[src/rtl/core_pkg.sv]
// Shared core types: vector register and instruction-ID widths, and the decoded
// issue request passed from the decoder through the scoreboard to the launcher.
package core_pkg;

    localparam int unsigned InsnIDNum = 8;
    localparam int unsigned NrVReg    = 32;

    typedef logic [$clog2(InsnIDNum)-1:0]   insn_id_t;
    typedef logic [$clog2(NrVReg)-1:0]      vreg_t;
    typedef logic [$clog2(InsnIDNum+1)-1:0] sb_cnt_t;

    typedef enum logic [1:0] {
        OpAlu,
        OpMul,
        OpLoad,
        OpStore
    } vop_e;

    // use_vs[0] qualifies vs1, use_vs[1] qualifies vs2
    typedef struct packed {
        vop_e       op;
        insn_id_t   insn_id;
        logic [1:0] use_vs;
        vreg_t      vs2;
        vreg_t      vs1;
        vreg_t      vd;
    } issue_req_t;

endpackage

[src/rtl/sb_hazard_check.sv]
// Combinational RAW/WAW detector: flags a request whose destination or qualified
// sources match the destination of any busy scoreboard entry.
module sb_hazard_check
    import core_pkg::*;
#(
    parameter int unsigned NumEntries = core_pkg::InsnIDNum
) (
    input  logic [NumEntries-1:0]         busy_q,
    input  vreg_t [NumEntries-1:0]        vd_q,
    input  issue_req_t                    req,
    output logic                          hazard
);

    always_comb begin
        hazard = 1'b0;
        for (int unsigned i = 0; i < NumEntries; i++) begin
            if (busy_q[i] &&
                ((vd_q[i] == req.vd) ||
                 (req.use_vs[0] && (vd_q[i] == req.vs1)) ||
                 (req.use_vs[1] && (vd_q[i] == req.vs2)))) begin
                hazard = 1'b1;
            end
        end
    end

endmodule

[src/rtl/vinsn_scoreboard.sv]
// Issue gate between decoder and launcher: tracks in-flight destinations per
// instruction ID, stalls hazarding requests, and registers accepted requests.
module vinsn_scoreboard
    import core_pkg::*;
#(
    parameter int unsigned NrVReg    = core_pkg::NrVReg,
    parameter int unsigned InsnIDNum = core_pkg::InsnIDNum
) (
    input  logic                               clk_i,
    input  logic                               rst_ni,
    input  logic                               dec_req_valid_i,
    output logic                               dec_req_ready_o,
    input  issue_req_t                         dec_req_i,
    output logic                               launch_req_valid_o,
    input  logic                               launch_req_ready_i,
    output issue_req_t                         launch_req_o,
    input  logic                               done_i,
    input  insn_id_t                           done_insn_id_i,
    output logic [$clog2(InsnIDNum+1)-1:0]     inflight_cnt_o,
    output logic                               idle_o
);

    localparam int unsigned VRegW = $clog2(NrVReg);
    localparam int unsigned CntW  = $clog2(InsnIDNum+1);

    logic [InsnIDNum-1:0]            busy_q, busy_d;
    logic [InsnIDNum-1:0][VRegW-1:0] vd_q;
    logic [CntW-1:0]                 cnt_q;
    logic                            launch_valid_q;
    issue_req_t                      launch_req_q;

    logic hazard, full, accept, retire;

    sb_hazard_check #(
        .NumEntries (InsnIDNum)
    ) i_hazard (
        .busy_q (busy_q),
        .vd_q   (vd_q),
        .req    (dec_req_i),
        .hazard (hazard)
    );

    assign full            = (cnt_q == CntW'(InsnIDNum));
    assign dec_req_ready_o = !hazard && !full && (!launch_valid_q || launch_req_ready_i);
    assign accept          = dec_req_valid_i && dec_req_ready_o;
    // A retire of an entry that is already clear is ignored entirely.
    assign retire          = done_i && busy_q[done_insn_id_i];

    // Accept is applied after retire so a same-ID collision leaves the entry busy.
    always_comb begin
        busy_d = busy_q;
        if (retire) busy_d[done_insn_id_i] = 1'b0;
        if (accept) busy_d[dec_req_i.insn_id] = 1'b1;
    end

    always_ff @(posedge clk_i or negedge rst_ni) begin
        if (!rst_ni) begin
            busy_q <= '0;
            cnt_q  <= '0;
        end else begin
            busy_q <= busy_d;
            if (accept && !retire)      cnt_q <= cnt_q + 1'b1;
            else if (retire && !accept) cnt_q <= cnt_q - 1'b1;
        end
    end

    always_ff @(posedge clk_i) begin
        if (accept) vd_q[dec_req_i.insn_id] <= dec_req_i.vd;
    end

    always_ff @(posedge clk_i or negedge rst_ni) begin
        if (!rst_ni)                 launch_valid_q <= 1'b0;
        else if (accept)             launch_valid_q <= 1'b1;
        else if (launch_req_ready_i) launch_valid_q <= 1'b0;
    end

    always_ff @(posedge clk_i) begin
        if (accept) launch_req_q <= dec_req_i;
    end

    assign launch_req_valid_o = launch_valid_q;
    assign launch_req_o       = launch_req_q;
    assign inflight_cnt_o     = cnt_q;
    assign idle_o             = (cnt_q == '0) && !launch_valid_q;

    a_retire_busy : assert property (@(posedge clk_i) disable iff (!rst_ni)
        done_i |-> busy_q[done_insn_id_i]);

    a_unique_id : assert property (@(posedge clk_i) disable iff (!rst_ni)
        accept |-> (!busy_q[dec_req_i.insn_id] ||
                    (done_i && (done_insn_id_i == dec_req_i.insn_id))));

endmodule

[config.mk]
export PLATFORM = sky130hd
export DESIGN_NAME = vinsn_scoreboard
export DESIGN_NICKNAME = d
export VERILOG_FILES = /design/src/rtl/core_pkg.sv /design/src/rtl/sb_hazard_check.sv /design/src/rtl/vinsn_scoreboard.sv
export SDC_FILE = /design/constraint.sdc
export NUM_CORES = 1
export LEC_CHECK = 0
export BUFFER_PORTS_ARGS = -buffer_cell sky130_fd_sc_hd__buf_4
export CAP_MARGIN = 20
export CORE_MARGIN = 2
export CORE_UTILIZATION = 52
export CTS_CLUSTER_DIAMETER = 60
export DETAILED_ROUTE_END_ITERATION = 10
export HOLD_SLACK_MARGIN = 0.03
export PLACE_DENSITY = 0.86
export SLEW_MARGIN = 25
export SYNTH_ARGS = -nofsm -noshare
export SYNTH_HDL_FRONTEND = slang
export SYNTH_HIERARCHICAL = 1
export SYNTH_SLANG_ARGS = --single-unit
[constraint.sdc]
create_clock -name clk_i -period 3.95 [get_ports clk_i]
set_clock_uncertainty 0.1 [all_clocks]
set_input_delay 0.1975 -clock clk_i [delete_from_list [all_inputs] [get_ports clk_i]]
set_output_delay 0.1975 -clock clk_i [all_outputs]
set_load 0.005 [all_outputs]
# After elaboration in Yosys (flattened, before gate mapping)

Cells that the tools add are included.
Widths: inputs -> output; s select.

Add/subtract/negate cells: 2
Multipliers: 0
Div/mod/pow operators: 0
Magnitude comparators: 4
Equality and inequality tests: 25
Shift operators: 0
Multiplexer cells: 23
Bitwise operators: 3
Reduce and logical (&&, ||, !) cells: 58

Operator list:

| operator            | number |
|---|---|
| $eq 5x5->1          | 24 |
| $bwmux 40           | 1 |
| $logic_and 1x1->1   | 33 |
| $logic_or 1x1->1    | 17 |
| $mux 8              | 2 |
| $demux 5 s3         | 1 |
| $mux 1              | 13 |
| $and 8x8->8         | 1 |
| $lt 3x4->1 const B  | 2 |
| $mux 4              | 2 |
| $not 8->8           | 1 |
| $or 8x8->8          | 1 |
| $demux 1 s3         | 2 |
| $ge 3x1->1 const B  | 2 |
| $logic_not 1->1     | 5 |
| $mux 5              | 1 |
| $add 4x1->4 const B | 1 |
| $eq 4x4->1 const B  | 1 |
| $logic_not 4->1     | 1 |
| $reduce_bool 2->1   | 2 |
| $sub 4x1->4 const B | 1 |
| $bmux 1 s3          | 1 |

Bits in registers: 75
Bits in latches: 0
RAM bits: 0
Memory bits (read-only): 0
Input port bits: 30
Output and inout bits: 29
Word-level logic and storage cells: 132
Memories: 0

# Depth between registers and ports, before layout

Gate-level depths: netlist of run 1.

Depth after elaboration: 21
Gate-level depth with buffers: 15
Depth with buffers taken out: 14

# Hierarchy

The synthesis of run 1 kept the hierarchy.

Modules (own cells, without submodules):

| module           | instances | cells each | area each (um^2) | seq. area each (um^2) |
|---|---|---|---|---|
| vinsn_scoreboard | 1         | 149        | 2,700.1          | 2,187.1 |
| sb_hazard_check  | 1         | 195        | 1,566.5          | 0.0 |

# Worst setup path after synthesis of run 1

OpenSTA, ideal clock, no wires.

Path type: reg-to-reg
Start point: reg vd_q[7] (netlist name)
End point: reg cnt_q[3], in the netlist inflight_cnt_o[3]
Library setup time: 131 ps
Arrival: 3,468 ps
Data required time: 3,719 ps
Slack: 251 ps
Stages on the path, launching flop included: 15
Buffers on the path: 0
Clock period less this slack: 3,699 ps
Cells stage by stage: edfxtp_1 > xor2_1 > nor4_1 > nand4_1 > nand4_1 > nor4_1 > nand3_1 > nor2b_1 > and3_1 > ha_1 > inv_1 > ha_1 > or4_1 > o211ai_1 > o211ai_1

Cells in the longest elaborated chain, start to end: 19
Elaborated cells on any way between the ends: 24
Classes of those cells: eq/ne (3); mux (8); reduce/logical (13)

Ends and longest elaborated chain:

| what                                | RTL line               | RTL |
|---|---|---|
| start: declaration                  | vinsn_scoreboard.sv:27 | `logic [InsnIDNum-1:0][VRegW-1:0] vd_q;` |
| start signal: indexed assignment    | vinsn_scoreboard.sv:68 | `if (accept) vd_q[dec_req_i.insn_id] <= dec_req_i.vd;` |
| $eq 5x5->1                          | sb_hazard_check.sv:19  | `(req.use_vs[0] && (vd_q[i] == req.vs1)) \|\|` |
| $logic_and 1x1->1                   | sb_hazard_check.sv:19  |  |
| $logic_or 1x1->1                    | sb_hazard_check.sv:18  | `((vd_q[i] == req.vd) \|\|` |
| $logic_or 1x1->1 (*)                | sb_hazard_check.sv:19  |  |
| $logic_and 1x1->1 (*)               | sb_hazard_check.sv:17  | `if (busy_q[i] &&` |
| $mux 1 (*) (7 in series)            | sb_hazard_check.sv:17  |  |
| named net hazard                    | vinsn_scoreboard.sv:32 | `logic hazard, full, accept, retire;` |
| $logic_not 1->1 (*)                 | vinsn_scoreboard.sv:44 | `assign dec_req_ready_o = !hazard && !full && (!launch_valid_q \|\| launch_req_ready_i);` |
| $logic_and 1x1->1 (*) (2 in series) | vinsn_scoreboard.sv:44 |  |
| $logic_and 1x1->1 (*)               | vinsn_scoreboard.sv:45 | `assign accept = dec_req_valid_i && dec_req_ready_o;` |
| named net accept                    | vinsn_scoreboard.sv:32 |  |
| $logic_not 1->1                     | vinsn_scoreboard.sv:63 | `else if (retire && !accept) cnt_q <= cnt_q - 1'b1;` |
| $logic_and 1x1->1                   | vinsn_scoreboard.sv:63 |  |
| $reduce_bool 2->1 (no line)         | n/a                    |  |
| end signal: assignment              | vinsn_scoreboard.sv:62 | `if (accept && !retire) cnt_q <= cnt_q + 1'b1;` |
| end signal: assignment              | vinsn_scoreboard.sv:63 |  |
| end: declaration                    | vinsn_scoreboard.sv:28 | `logic [CntW-1:0] cnt_q;` |

The timed path passes the listed nets; every way through them passes the cells marked *.
A chain may end at the register's enable or synchronous reset.

# Final worst setup path of run 1

Ends and elaborated chain as after synthesis.

==> results of run 1 <==
==> state kept, by name (all words and copies together), names as in the netlist <==
| name | cells |
|---|---|
| launch_req_valid_o | 1 |
| busy_q | 8 |
| vd_q | 40 |
| inflight_cnt_o | 4 |
| launch_req_o | 22 |
==> per-layer routing <==
metal / wire length (um) / vias up / track usage [%] / share of wire (%)
met3: 865 / 29 / 7.66 / 8.5
li1: - / 1372 / - / -
met5: 0 / - / 0 / 0
met4: 295 / 0 / 10.7 / 2.9
met1: 4110 / 1432 / 29.8 / 41
met2: 4880 / 158 / 39.8 / 48
==> layout by cell type (no fill, tap or decap), types with 3 or more instances in the layout <==
cell type | netlist | routed
xor2_1 | 83 | 83
edfxtp_1 | 62 | 62
buf_4 | 2 | 59
xnor2_1 | 39 | 39
nor4_1 | 21 | 21
nand4_1 | 19 | 19
nand3_1 | 16 | 16
o21ai_0 | 14 | 14
dfrtp_1 | 13 | 13
dlygate4sd3_1 | 0 | 11
clkbuf_8 | 0 | 10
nor2_1 | 8 | 8
nand2_1 | 7 | 7
nand3b_1 | 4 | 4
a21oi_1 | 4 | 4
nand2b_1 | 3 | 3
or3_1 | 3 | 3
o21ai_1 | 3 | 3
o31ai_1 | 3 | 3
ha_1 | 3 | 3
==> metrics by stage <==
| stage | hold slack, ns | utilization (%) | instance area [um2] | cells | setup WS, ns |
|---|---|---|---|---|---|
| after floorplan | -0.198 | - | 4270 | 344 | 0.251 |
| after detailed placement | -0.0455 | 57.5 | 4660 | 489 | 0.406 |
| after global placement | -0.0523 | 57.5 | 4660 | 489 | 0.640 |
| after CTS | 0.0461 | 61.7 | 4990 | 516 | 0.377 |
| final | 0.0677 | 61.7 | 4990 | 516 | 0.331 |
| after global routing | 0.0529 | 61.7 | 4990 | 516 | 0.0585 |
==> worst max-delay path, delay by kind of cell, from the launching register on <==
kind | cells | cell delay, ns
AND/OR/NAND/NOR | 8 | 1.79
flip-flops | 1 | 0.48
AO/OA/AOI/OAI | 2 | 0.21
buffers and inverters | 1 | 0.13
XOR/XNOR | 1 | 0.17
adder cells (fa/ha/maj) | 2 | 0.61
==> cell families after synthesis <==
group	synth area share, %
compound gates	3.81
fa+ha+maj	1.35
mux	1.99
buf+inv	4.40
flops	51.3
xor+xnor	25.0
simple gates	12.1
==> what timing repair did <==
item | in CTS | in global routing
hold endpoints to repair | 22 | 0
hold buffers | 11 | 0
buffers inserted | 0 | 0
==> worst max path at each step <==
stage                              endpoint  slack [ns]  depth (start not counted)
after CTS                 inflight_cnt_o[3]        0.38                         14
after global placement    inflight_cnt_o[3]        0.64                         14
after floorplan           inflight_cnt_o[3]        0.25                         14
final                     inflight_cnt_o[3]        0.33                         14
after detailed placement  inflight_cnt_o[3]        0.41                         14
after global routing      inflight_cnt_o[3]        0.06                         14
==> power by group <==
part / internal, mW / total, mW / switching (mW)
Clock: 0.328 / 0.634 / 0.306
Sequential: 0.969 / 1.08 / 0.115
Combinational: 0.273 / 0.553 / 0.280
Total: 1.57 / 2.27 / 0.700
==> layout make-up <==
class | instances | area [um2] | area share (%)
clock buffers | 12 | 188 | 3.76
flip-flops and latches | 75 | 2190 | 43.8
inverters | 1 | 3.75 | 0.0752
clock inverters | 4 | 35.0 | 0.702
multi-input cells | 249 | 1890 | 37.9
repair buffers | 70 | 553 | 11.1
well taps | 105 | 131 | 2.63
==> results.toml, run 1 <==
[synthesis]
synth-async-reset-ratio_pct = 17.3
synthFlopType = "edfxtp_1"
yosysWarnings = 6
yosys-top-cells-count = "xor2_1 (83), edfxtp_1 (62), xnor2_1 (39), nor4_1 (21), nand4_1 (19)"
synth_edf_count = 62
synth-seq-cells = 75
yosysSeqAreaShare_pct = 51.3
synth.most_common_cell = "xor2_1"
synth.top_cell.area_share_pct = 43.6
avgSynthCellArea_um2 = 12.4
syn_inst = 344
synth.area.top_cells = "edfxtp_1 (44%), xor2_1 (17%), xnor2_1 (8.0%)"
syn_nets = 378
ys_types = 36
synth_area_um2 = 4270
yosys.area.top_type = "edfxtp_1"

[sta]
finalSetupViolCount = 0
relSlewSlack_pct = 64.5
worst_pin_slew_ns = 0.530
finalHoldViolCount = 0
finalSetupTns_ns = 0
fmax_ghz = 0.276
slew_violations = 0
fin_crit_sh_pct = 91.6
rsz0062_at_grt = "no"
finalCriticalPeriod_ns = 3.62

[cells_and_area]
fill_cells = 625
layout.nets = 440
diodes = 0
syn2layout_area_growth_pct = 17.0
drive_gt1_share_pct = 19.0

[global_routing]
grt_pass1_vias = 3079
grt_pass1_wl_um = 16100
antenna_found_initial = 0
grt_use_total_pct = 24.4
grt_remaining_overflow = 0
grt_max_degree = 23

[setup_path]
reg2reg_slack_ns = 0.33
critPathMaxStageDelay_ns = 0.50
reg2regPathDepth = 14
reg2reg_from = "vd_q[7]"
slowest_stage = "or4_1"
crit_type = "flip-flop to flip-flop"
cp.required_ns = 4.10
r2r_end = "inflight_cnt_o[3]"
crit_chain = "xor2_1 > nor4_1 > nand4_1 > nand4_1 > nor4_1 > nand3_1 > nor2b_1 > and3_1 > ha_1 > inv_1 > ha_1 > or4_1 > o211ai_1 > o211ai_1"
worstPathArrival_ns = 3.76
crit_path_end_kind = "flip-flop"
cp-startpoint = "vd_q[7]"
start_kind = "flip-flop"
crit_fanout = 6

[clock_network]
clockBufferDepth = 2
cts_made_buffers = 9
cts_num_sinks = 75
cts_tree = "built"
cts_resized = 0
clk_pin_slew_ns = 0.09
insertion_delay_ns = 0.37
htree_levels = 3
cts-root-buf = "clkbuf_8"

[route]
wl_um = 10200
drc = 0
postRouteAntennaNets = 0
wl_per_cell_um = 19.7
vias = 2991
avgViaCountPerCell = 5.80
dr.pass1.iters = 5
drtIter0Drc = 285

[min_path]
hold_path_depth = 1
hold_path_startpoint = "dec_req_i[11]"
min_to = "launch_req_o[11]"
min_path_type = "input port to flip-flop"

[placement]
port_buffers = 58
dp_hpwl_um = 6880
gp_congestion = 0.954

[pwr]
p_leak_nw = 1.83
p_total_mw = 2.27
power_density_nw_per_um2 = 455
vdd_drop_max_uv = 219

[floorplanning]
fp.dieW_um = 94.6
num_rows = 33
initial_core_util_pct = 52.7
coreArea_um2 = 8090
die_h_um = 94.6
die-area_um2 = 8950
ios = 59

[run]
cap_violations = 0

[run_status]
outcome = "finished, final reports clean"
No activity file was read; power rests on OpenSTA's default activity.
==> run 2: changes to the inputs <==
- CORE_UTILIZATION: 52 -> 62
- PLACE_DENSITY: 0.86 -> 0.95
- clock period: 3.95 -> 4.4 ns (I/O delays scaled with it)
==> results.toml, run 2 (synthesis gave the netlist of run 1 again) <==
[pwr]
vdd_drop_max_uv = 348
power_density_nw_per_um2 = 402
p_leak_nw = 1.80

[setup_path]
slowest_stage = "or4_1"
worstPathArrival_ns = 3.93
crit_chain = "xor2_1 > nor4_1 > nand3_1 > nand4_1 > nor4_1 > nand3_1 > nor2b_1 > and3_1 > ha_1 > inv_1 > ha_1 > or4_1 > o211ai_1 > o211ai_1"
crit_type = "flip-flop to flip-flop"
cp.required_ns = 4.53
crit_family = "simple AND/OR/NAND/NOR gates"
critPathMaxStageDelay_ns = 0.52
crit_buf_inv = 1
crit_path_end_kind = "flip-flop"
crit_fanout = 6
start_kind = "flip-flop"

[floorplanning]
coreArea_um2 = 6720
num_rows = 30
ios = 59
die-area_um2 = 7560
fp.dieW_um = 87.0
die_h_um = 87.0
initial_core_util_pct = 63.5

[global_routing]
grt_pass1_wl_um = 15600
grt_use_total_pct = 28.0
antenna_found_initial = 0
grt_remaining_overflow = 0
grt_pass1_vias = 3004
grt_max_degree = 23

[placement]
place_area_um2 = 4630
port_buffers = 58
dp_hpwl_um = 6990
gp_congestion = 0.959

[sta]
finalCriticalPeriod_ns = 3.80
slew_violations = 0
fmax_ghz = 0.263
rsz0062_at_grt = "no"
worst_pin_slew_ns = 0.581
finalSetupViolCount = 0
finalHoldViolCount = 0
finalSetupTns_ns = 0
fin_crit_sh_pct = 86.3
relSlewSlack_pct = 60.7
holdWs_ns = 0.0508

[clock_network]
cts-root-buf = "clkbuf_8"
cts_resized = 0
cts_num_sinks = 75
cts_made_buffers = 9
post_cts_buffers = 0
clk_pin_slew_ns = 0.08
htree_levels = 3
cts_tree = "built"
ctsHoldBuffers = 7
clockBufferDepth = 2
insertion_delay_ns = 0.35

[cells_and_area]
regMostFlops = "vd_q"
finish.utilization_pct = 72.6
syn2layout_area_growth_pct = 14.3
diodes = 0
layout.nets = 436
final_cell_area_um2 = 4880
fill_cells = 439
final_common_cell = "xor2_1"
mostFrequentLayoutCells = "xor2_1 (83), edfxtp_1 (62), buf_4 (59)"
drive_gt1_share_pct = 18.7
largest_register_ffs = 40

[route]
dr.pass1.iters = 4
avgViaCountPerCell = 6.19
wl_um = 10100
drc = 0
drtIter0Drc = 345
wl_per_cell_um = 20.7
vias = 3014
postRouteAntennaNets = 0

[run_status]
outcome = "finished, final reports clean"

[run]
cap_violations = 0

[min_path]
min_path_type = "input port to flip-flop"
-- run 2: tightest hold or removal path: stages --
cell and delay, ns:
buf_4 0.11, o31ai_1 0.07, o21ai_0 0.06
-- run 2: layer usage --
metal,vias up,share of wire (%),GRT usage (%)
met2,133,51,47.3
li1,1366,-,-
met3,31,6.4,3.60
met1,1484,39,34.5
met5,-,0,0
met4,0,4.1,16.3
-- run 2: path summary, 6_finish.rpt --
path                                     end  depth (start not counted)              start  slack (ns)
min in group asynchronous  inflight_cnt_o[1]                          2             rst_ni        0.14
max in group asynchronous          busy_q[6]                          2             rst_ni        3.89
max reg2reg                inflight_cnt_o[3]                         14           vd_q[14]        0.60
min                                busy_q[4]                          3  done_insn_id_i[1]        0.05
min reg2reg                        busy_q[0]                          2          busy_q[0]        0.52
max                        inflight_cnt_o[3]                         14           vd_q[14]        0.60
-- run 2: final cells by class --
type	count	area [um2]	area share [%]
inverter	1	3.75	0.0769
timing repair buffer	66	513	10.5
sequential	75	2190	44.8
clock inverter	2	10.0	0.205
tap	80	100	2.05
multi-input combinational	249	1890	38.8
clock buffer	14	173	3.54
-- run 2: where the power goes --
| group | switching, mW | internal (mW) |
|---|---|---|
| clock | 0.247 | 0.250 |
| sequential | 0.101 | 0.870 |
| combinational | 0.256 | 0.239 |
-- run 2: per-stage QoR --
stage                     cells  setup WS [ns]  power, mW
final                       487          0.604       1.96
after detailed placement    464          0.752       1.47
after CTS                   487          0.763       1.96
after global routing        487          0.390       2.06
after floorplan             344          0.701       1.26
after global placement      464          0.966       1.44
==> run 3: changes to the inputs <==
- ABC_AREA: default -> 1
- CORE_UTILIZATION: 62 -> 63
==> results.toml, run 3 <==
[synthesis]
synth.top_cell.area_share_pct = 38.4
synthFlopType = "edfxtp_1"
synth-seq-cells = 75
synth-async-reset-ratio_pct = 17.3
yosysSeqAreaShare_pct = 45.1
yosys-top-cells-count = "nand2_1 (294), nor2_1 (91), inv_1 (66), edfxtp_1 (62), nand3_1 (37)"
ys_types = 29
yosys.area.top_type = "edfxtp_1"
syn_nets = 709
avgSynthCellArea_um2 = 7.18
synth.area.top_cells = "edfxtp_1 (38%), nand2_1 (23%), nor2_1 (7.0%)"
synth_area_um2 = 4850
syn_inst = 675
yosysWarnings = 6
synth_edf_count = 62
synth.most_common_cell = "nand2_1"

[route]
wl_per_cell_um = 17.1
drc = 0
drtIter0Drc = 551
wl_um = 14400
route.top_layer_used = "met4"
avgViaCountPerCell = 5.67
wl_met3_um = 1630
wl_met2_um = 6560
dr.pass1.iters = 7
vias = 4759
wl_met1_um = 5320
postRouteAntennaNets = 0

[sta]
worst_pin_slew_ns = 0.495
rsz0062_at_grt = "no"
slew_violations = 0
finalCriticalPeriod_ns = 3.66
relSlewSlack_pct = 66.9
fin_crit_sh_pct = 83.1
fmax_ghz = 0.273
finalSetupViolCount = 0
finalSetupTns_ns = 0
finalHoldViolCount = 0

[setup_path]
crit_fanout = 11
slowest_stage = "dlygate4sd3_1"
reg2reg_slack_ns = 1.09
crit_type = "input port to flip-flop"
worstPathArrival_ns = 3.81
crit_family = "simple AND/OR/NAND/NOR gates"
crit_buf_inv = 6
critPathMaxStageDelay_ns = 0.54
cpMostUsedCell = "nand2_1"
cp.required_ns = 4.55
crit_path_end_kind = "flip-flop"
start_kind = "input port"

[cells_and_area]
final_common_cell = "nand2_1"
multi_input_area_um2 = 2240
fill_cells = 533
final-seq-area_um2 = 2190
regMostFlops = "vd_q"
layout.nets = 770
drive_gt1_share_pct = 14.6
finish.utilization_pct = 76.5
syn2layout_area_growth_pct = 16.2
diodes = 0
mostFrequentLayoutCells = "nand2_1 (294), nor2_1 (91), inv_1 (66)"
largest_register_ffs = 40

[floorplanning]
num_rows = 31
initial_core_util_pct = 65.8
die-area_um2 = 8420
die_h_um = 91.7
coreArea_um2 = 7370
fp.dieW_um = 91.7
ios = 59

[clock_network]
clockBufferDepth = 2
post_cts_buffers = 0
clk_pin_slew_ns = 0.08
cts_tree = "built"
ctsHoldBuffers = 10
insertion_delay_ns = 0.36
cts-root-buf = "clkbuf_8"
htree_levels = 3
cts_made_buffers = 9
cts_resized = 0
cts_num_sinks = 75

[placement]
port_buffers = 58
dp_hpwl_um = 9380
gp_congestion = 0.982

[global_routing]
grt_max_degree = 24
grt_pass1_wl_um = 22800
antenna_found_initial = 0
grt_remaining_overflow = 0
grt_pass1_vias = 4584
grt_use_total_pct = 35.4

[pwr]
power_density_nw_per_um2 = 406
p_leak_nw = 2.85
vdd_drop_max_uv = 358
p_total_mw = 2.29

[run]
cap_violations = 0

[min_path]
min_path_type = "input port to flip-flop"

[run_status]
outcome = "finished, final reports clean"
[run 3: logic make-up after synthesis]
group,count (synthesis),share of synthesized area (%)
AND/OR/NAND/NOR,448,37.6
buffers and inverters,97,8.80
flip-flops,75,45.1
AO/OA/AOI/OAI,29,3.28
XOR/XNOR,21,3.79
adder cells (fa/ha/maj),4,1.19
multiplexers,1,0.232
[run 3: worst paths after layout]
check,from,endpoint,cells after the start
hold reg to reg,busy_q[3],busy_q[3],2
setup reg to reg,vd_q[33],inflight_cnt_o[3],24
hold / removal,dec_req_i[6],launch_req_o[6],1
min in group asynchronous,rst_ni,launch_req_valid_o,2
max in group asynchronous,rst_ni,busy_q[2],2
setup / recovery,dec_req_i[12],inflight_cnt_o[3],26
[run 3: routing by layer]
layer	global-route usage, %	up-vias
met1	44.3	2109
li1	-	2217
met4	23.0	0
met3	6.98	83
met5	0	-
met2	56.2	350
[run 3: per-stage QoR]
step                std cells  setup slack [ns]  hold slack, ns  area [um2]
floorplan                 675              1.46          -0.176        4850
global placement          814              1.33         -0.0261        5290
detailed placement        814              1.22         -0.0229        5290
CTS                       840             0.866          0.0337        5630
global route              840             0.480          0.0394        5630
finish                    840             0.742          0.0505        5630
[run 3: report_power, final]
group / leakage (nW) / internal (mW) / switching [mW] / total, mW
clock network: 0.125 / 0.397 / 0.261 / 0.658
logic: 2.00 / 0.254 / 0.374 / 0.628
registers: 0.722 / 0.898 / 0.104 / 1.00
[run 3: area by class of cell]
type	count	area share, %
Tap cell	99	2.20
Sequential cell	75	38.8
Clock inverter	5	1.91
Timing Repair Buffer	69	9.64
Multi-Input combinational cell	503	39.7
Clock buffer	11	2.51
Inverter	78	5.24
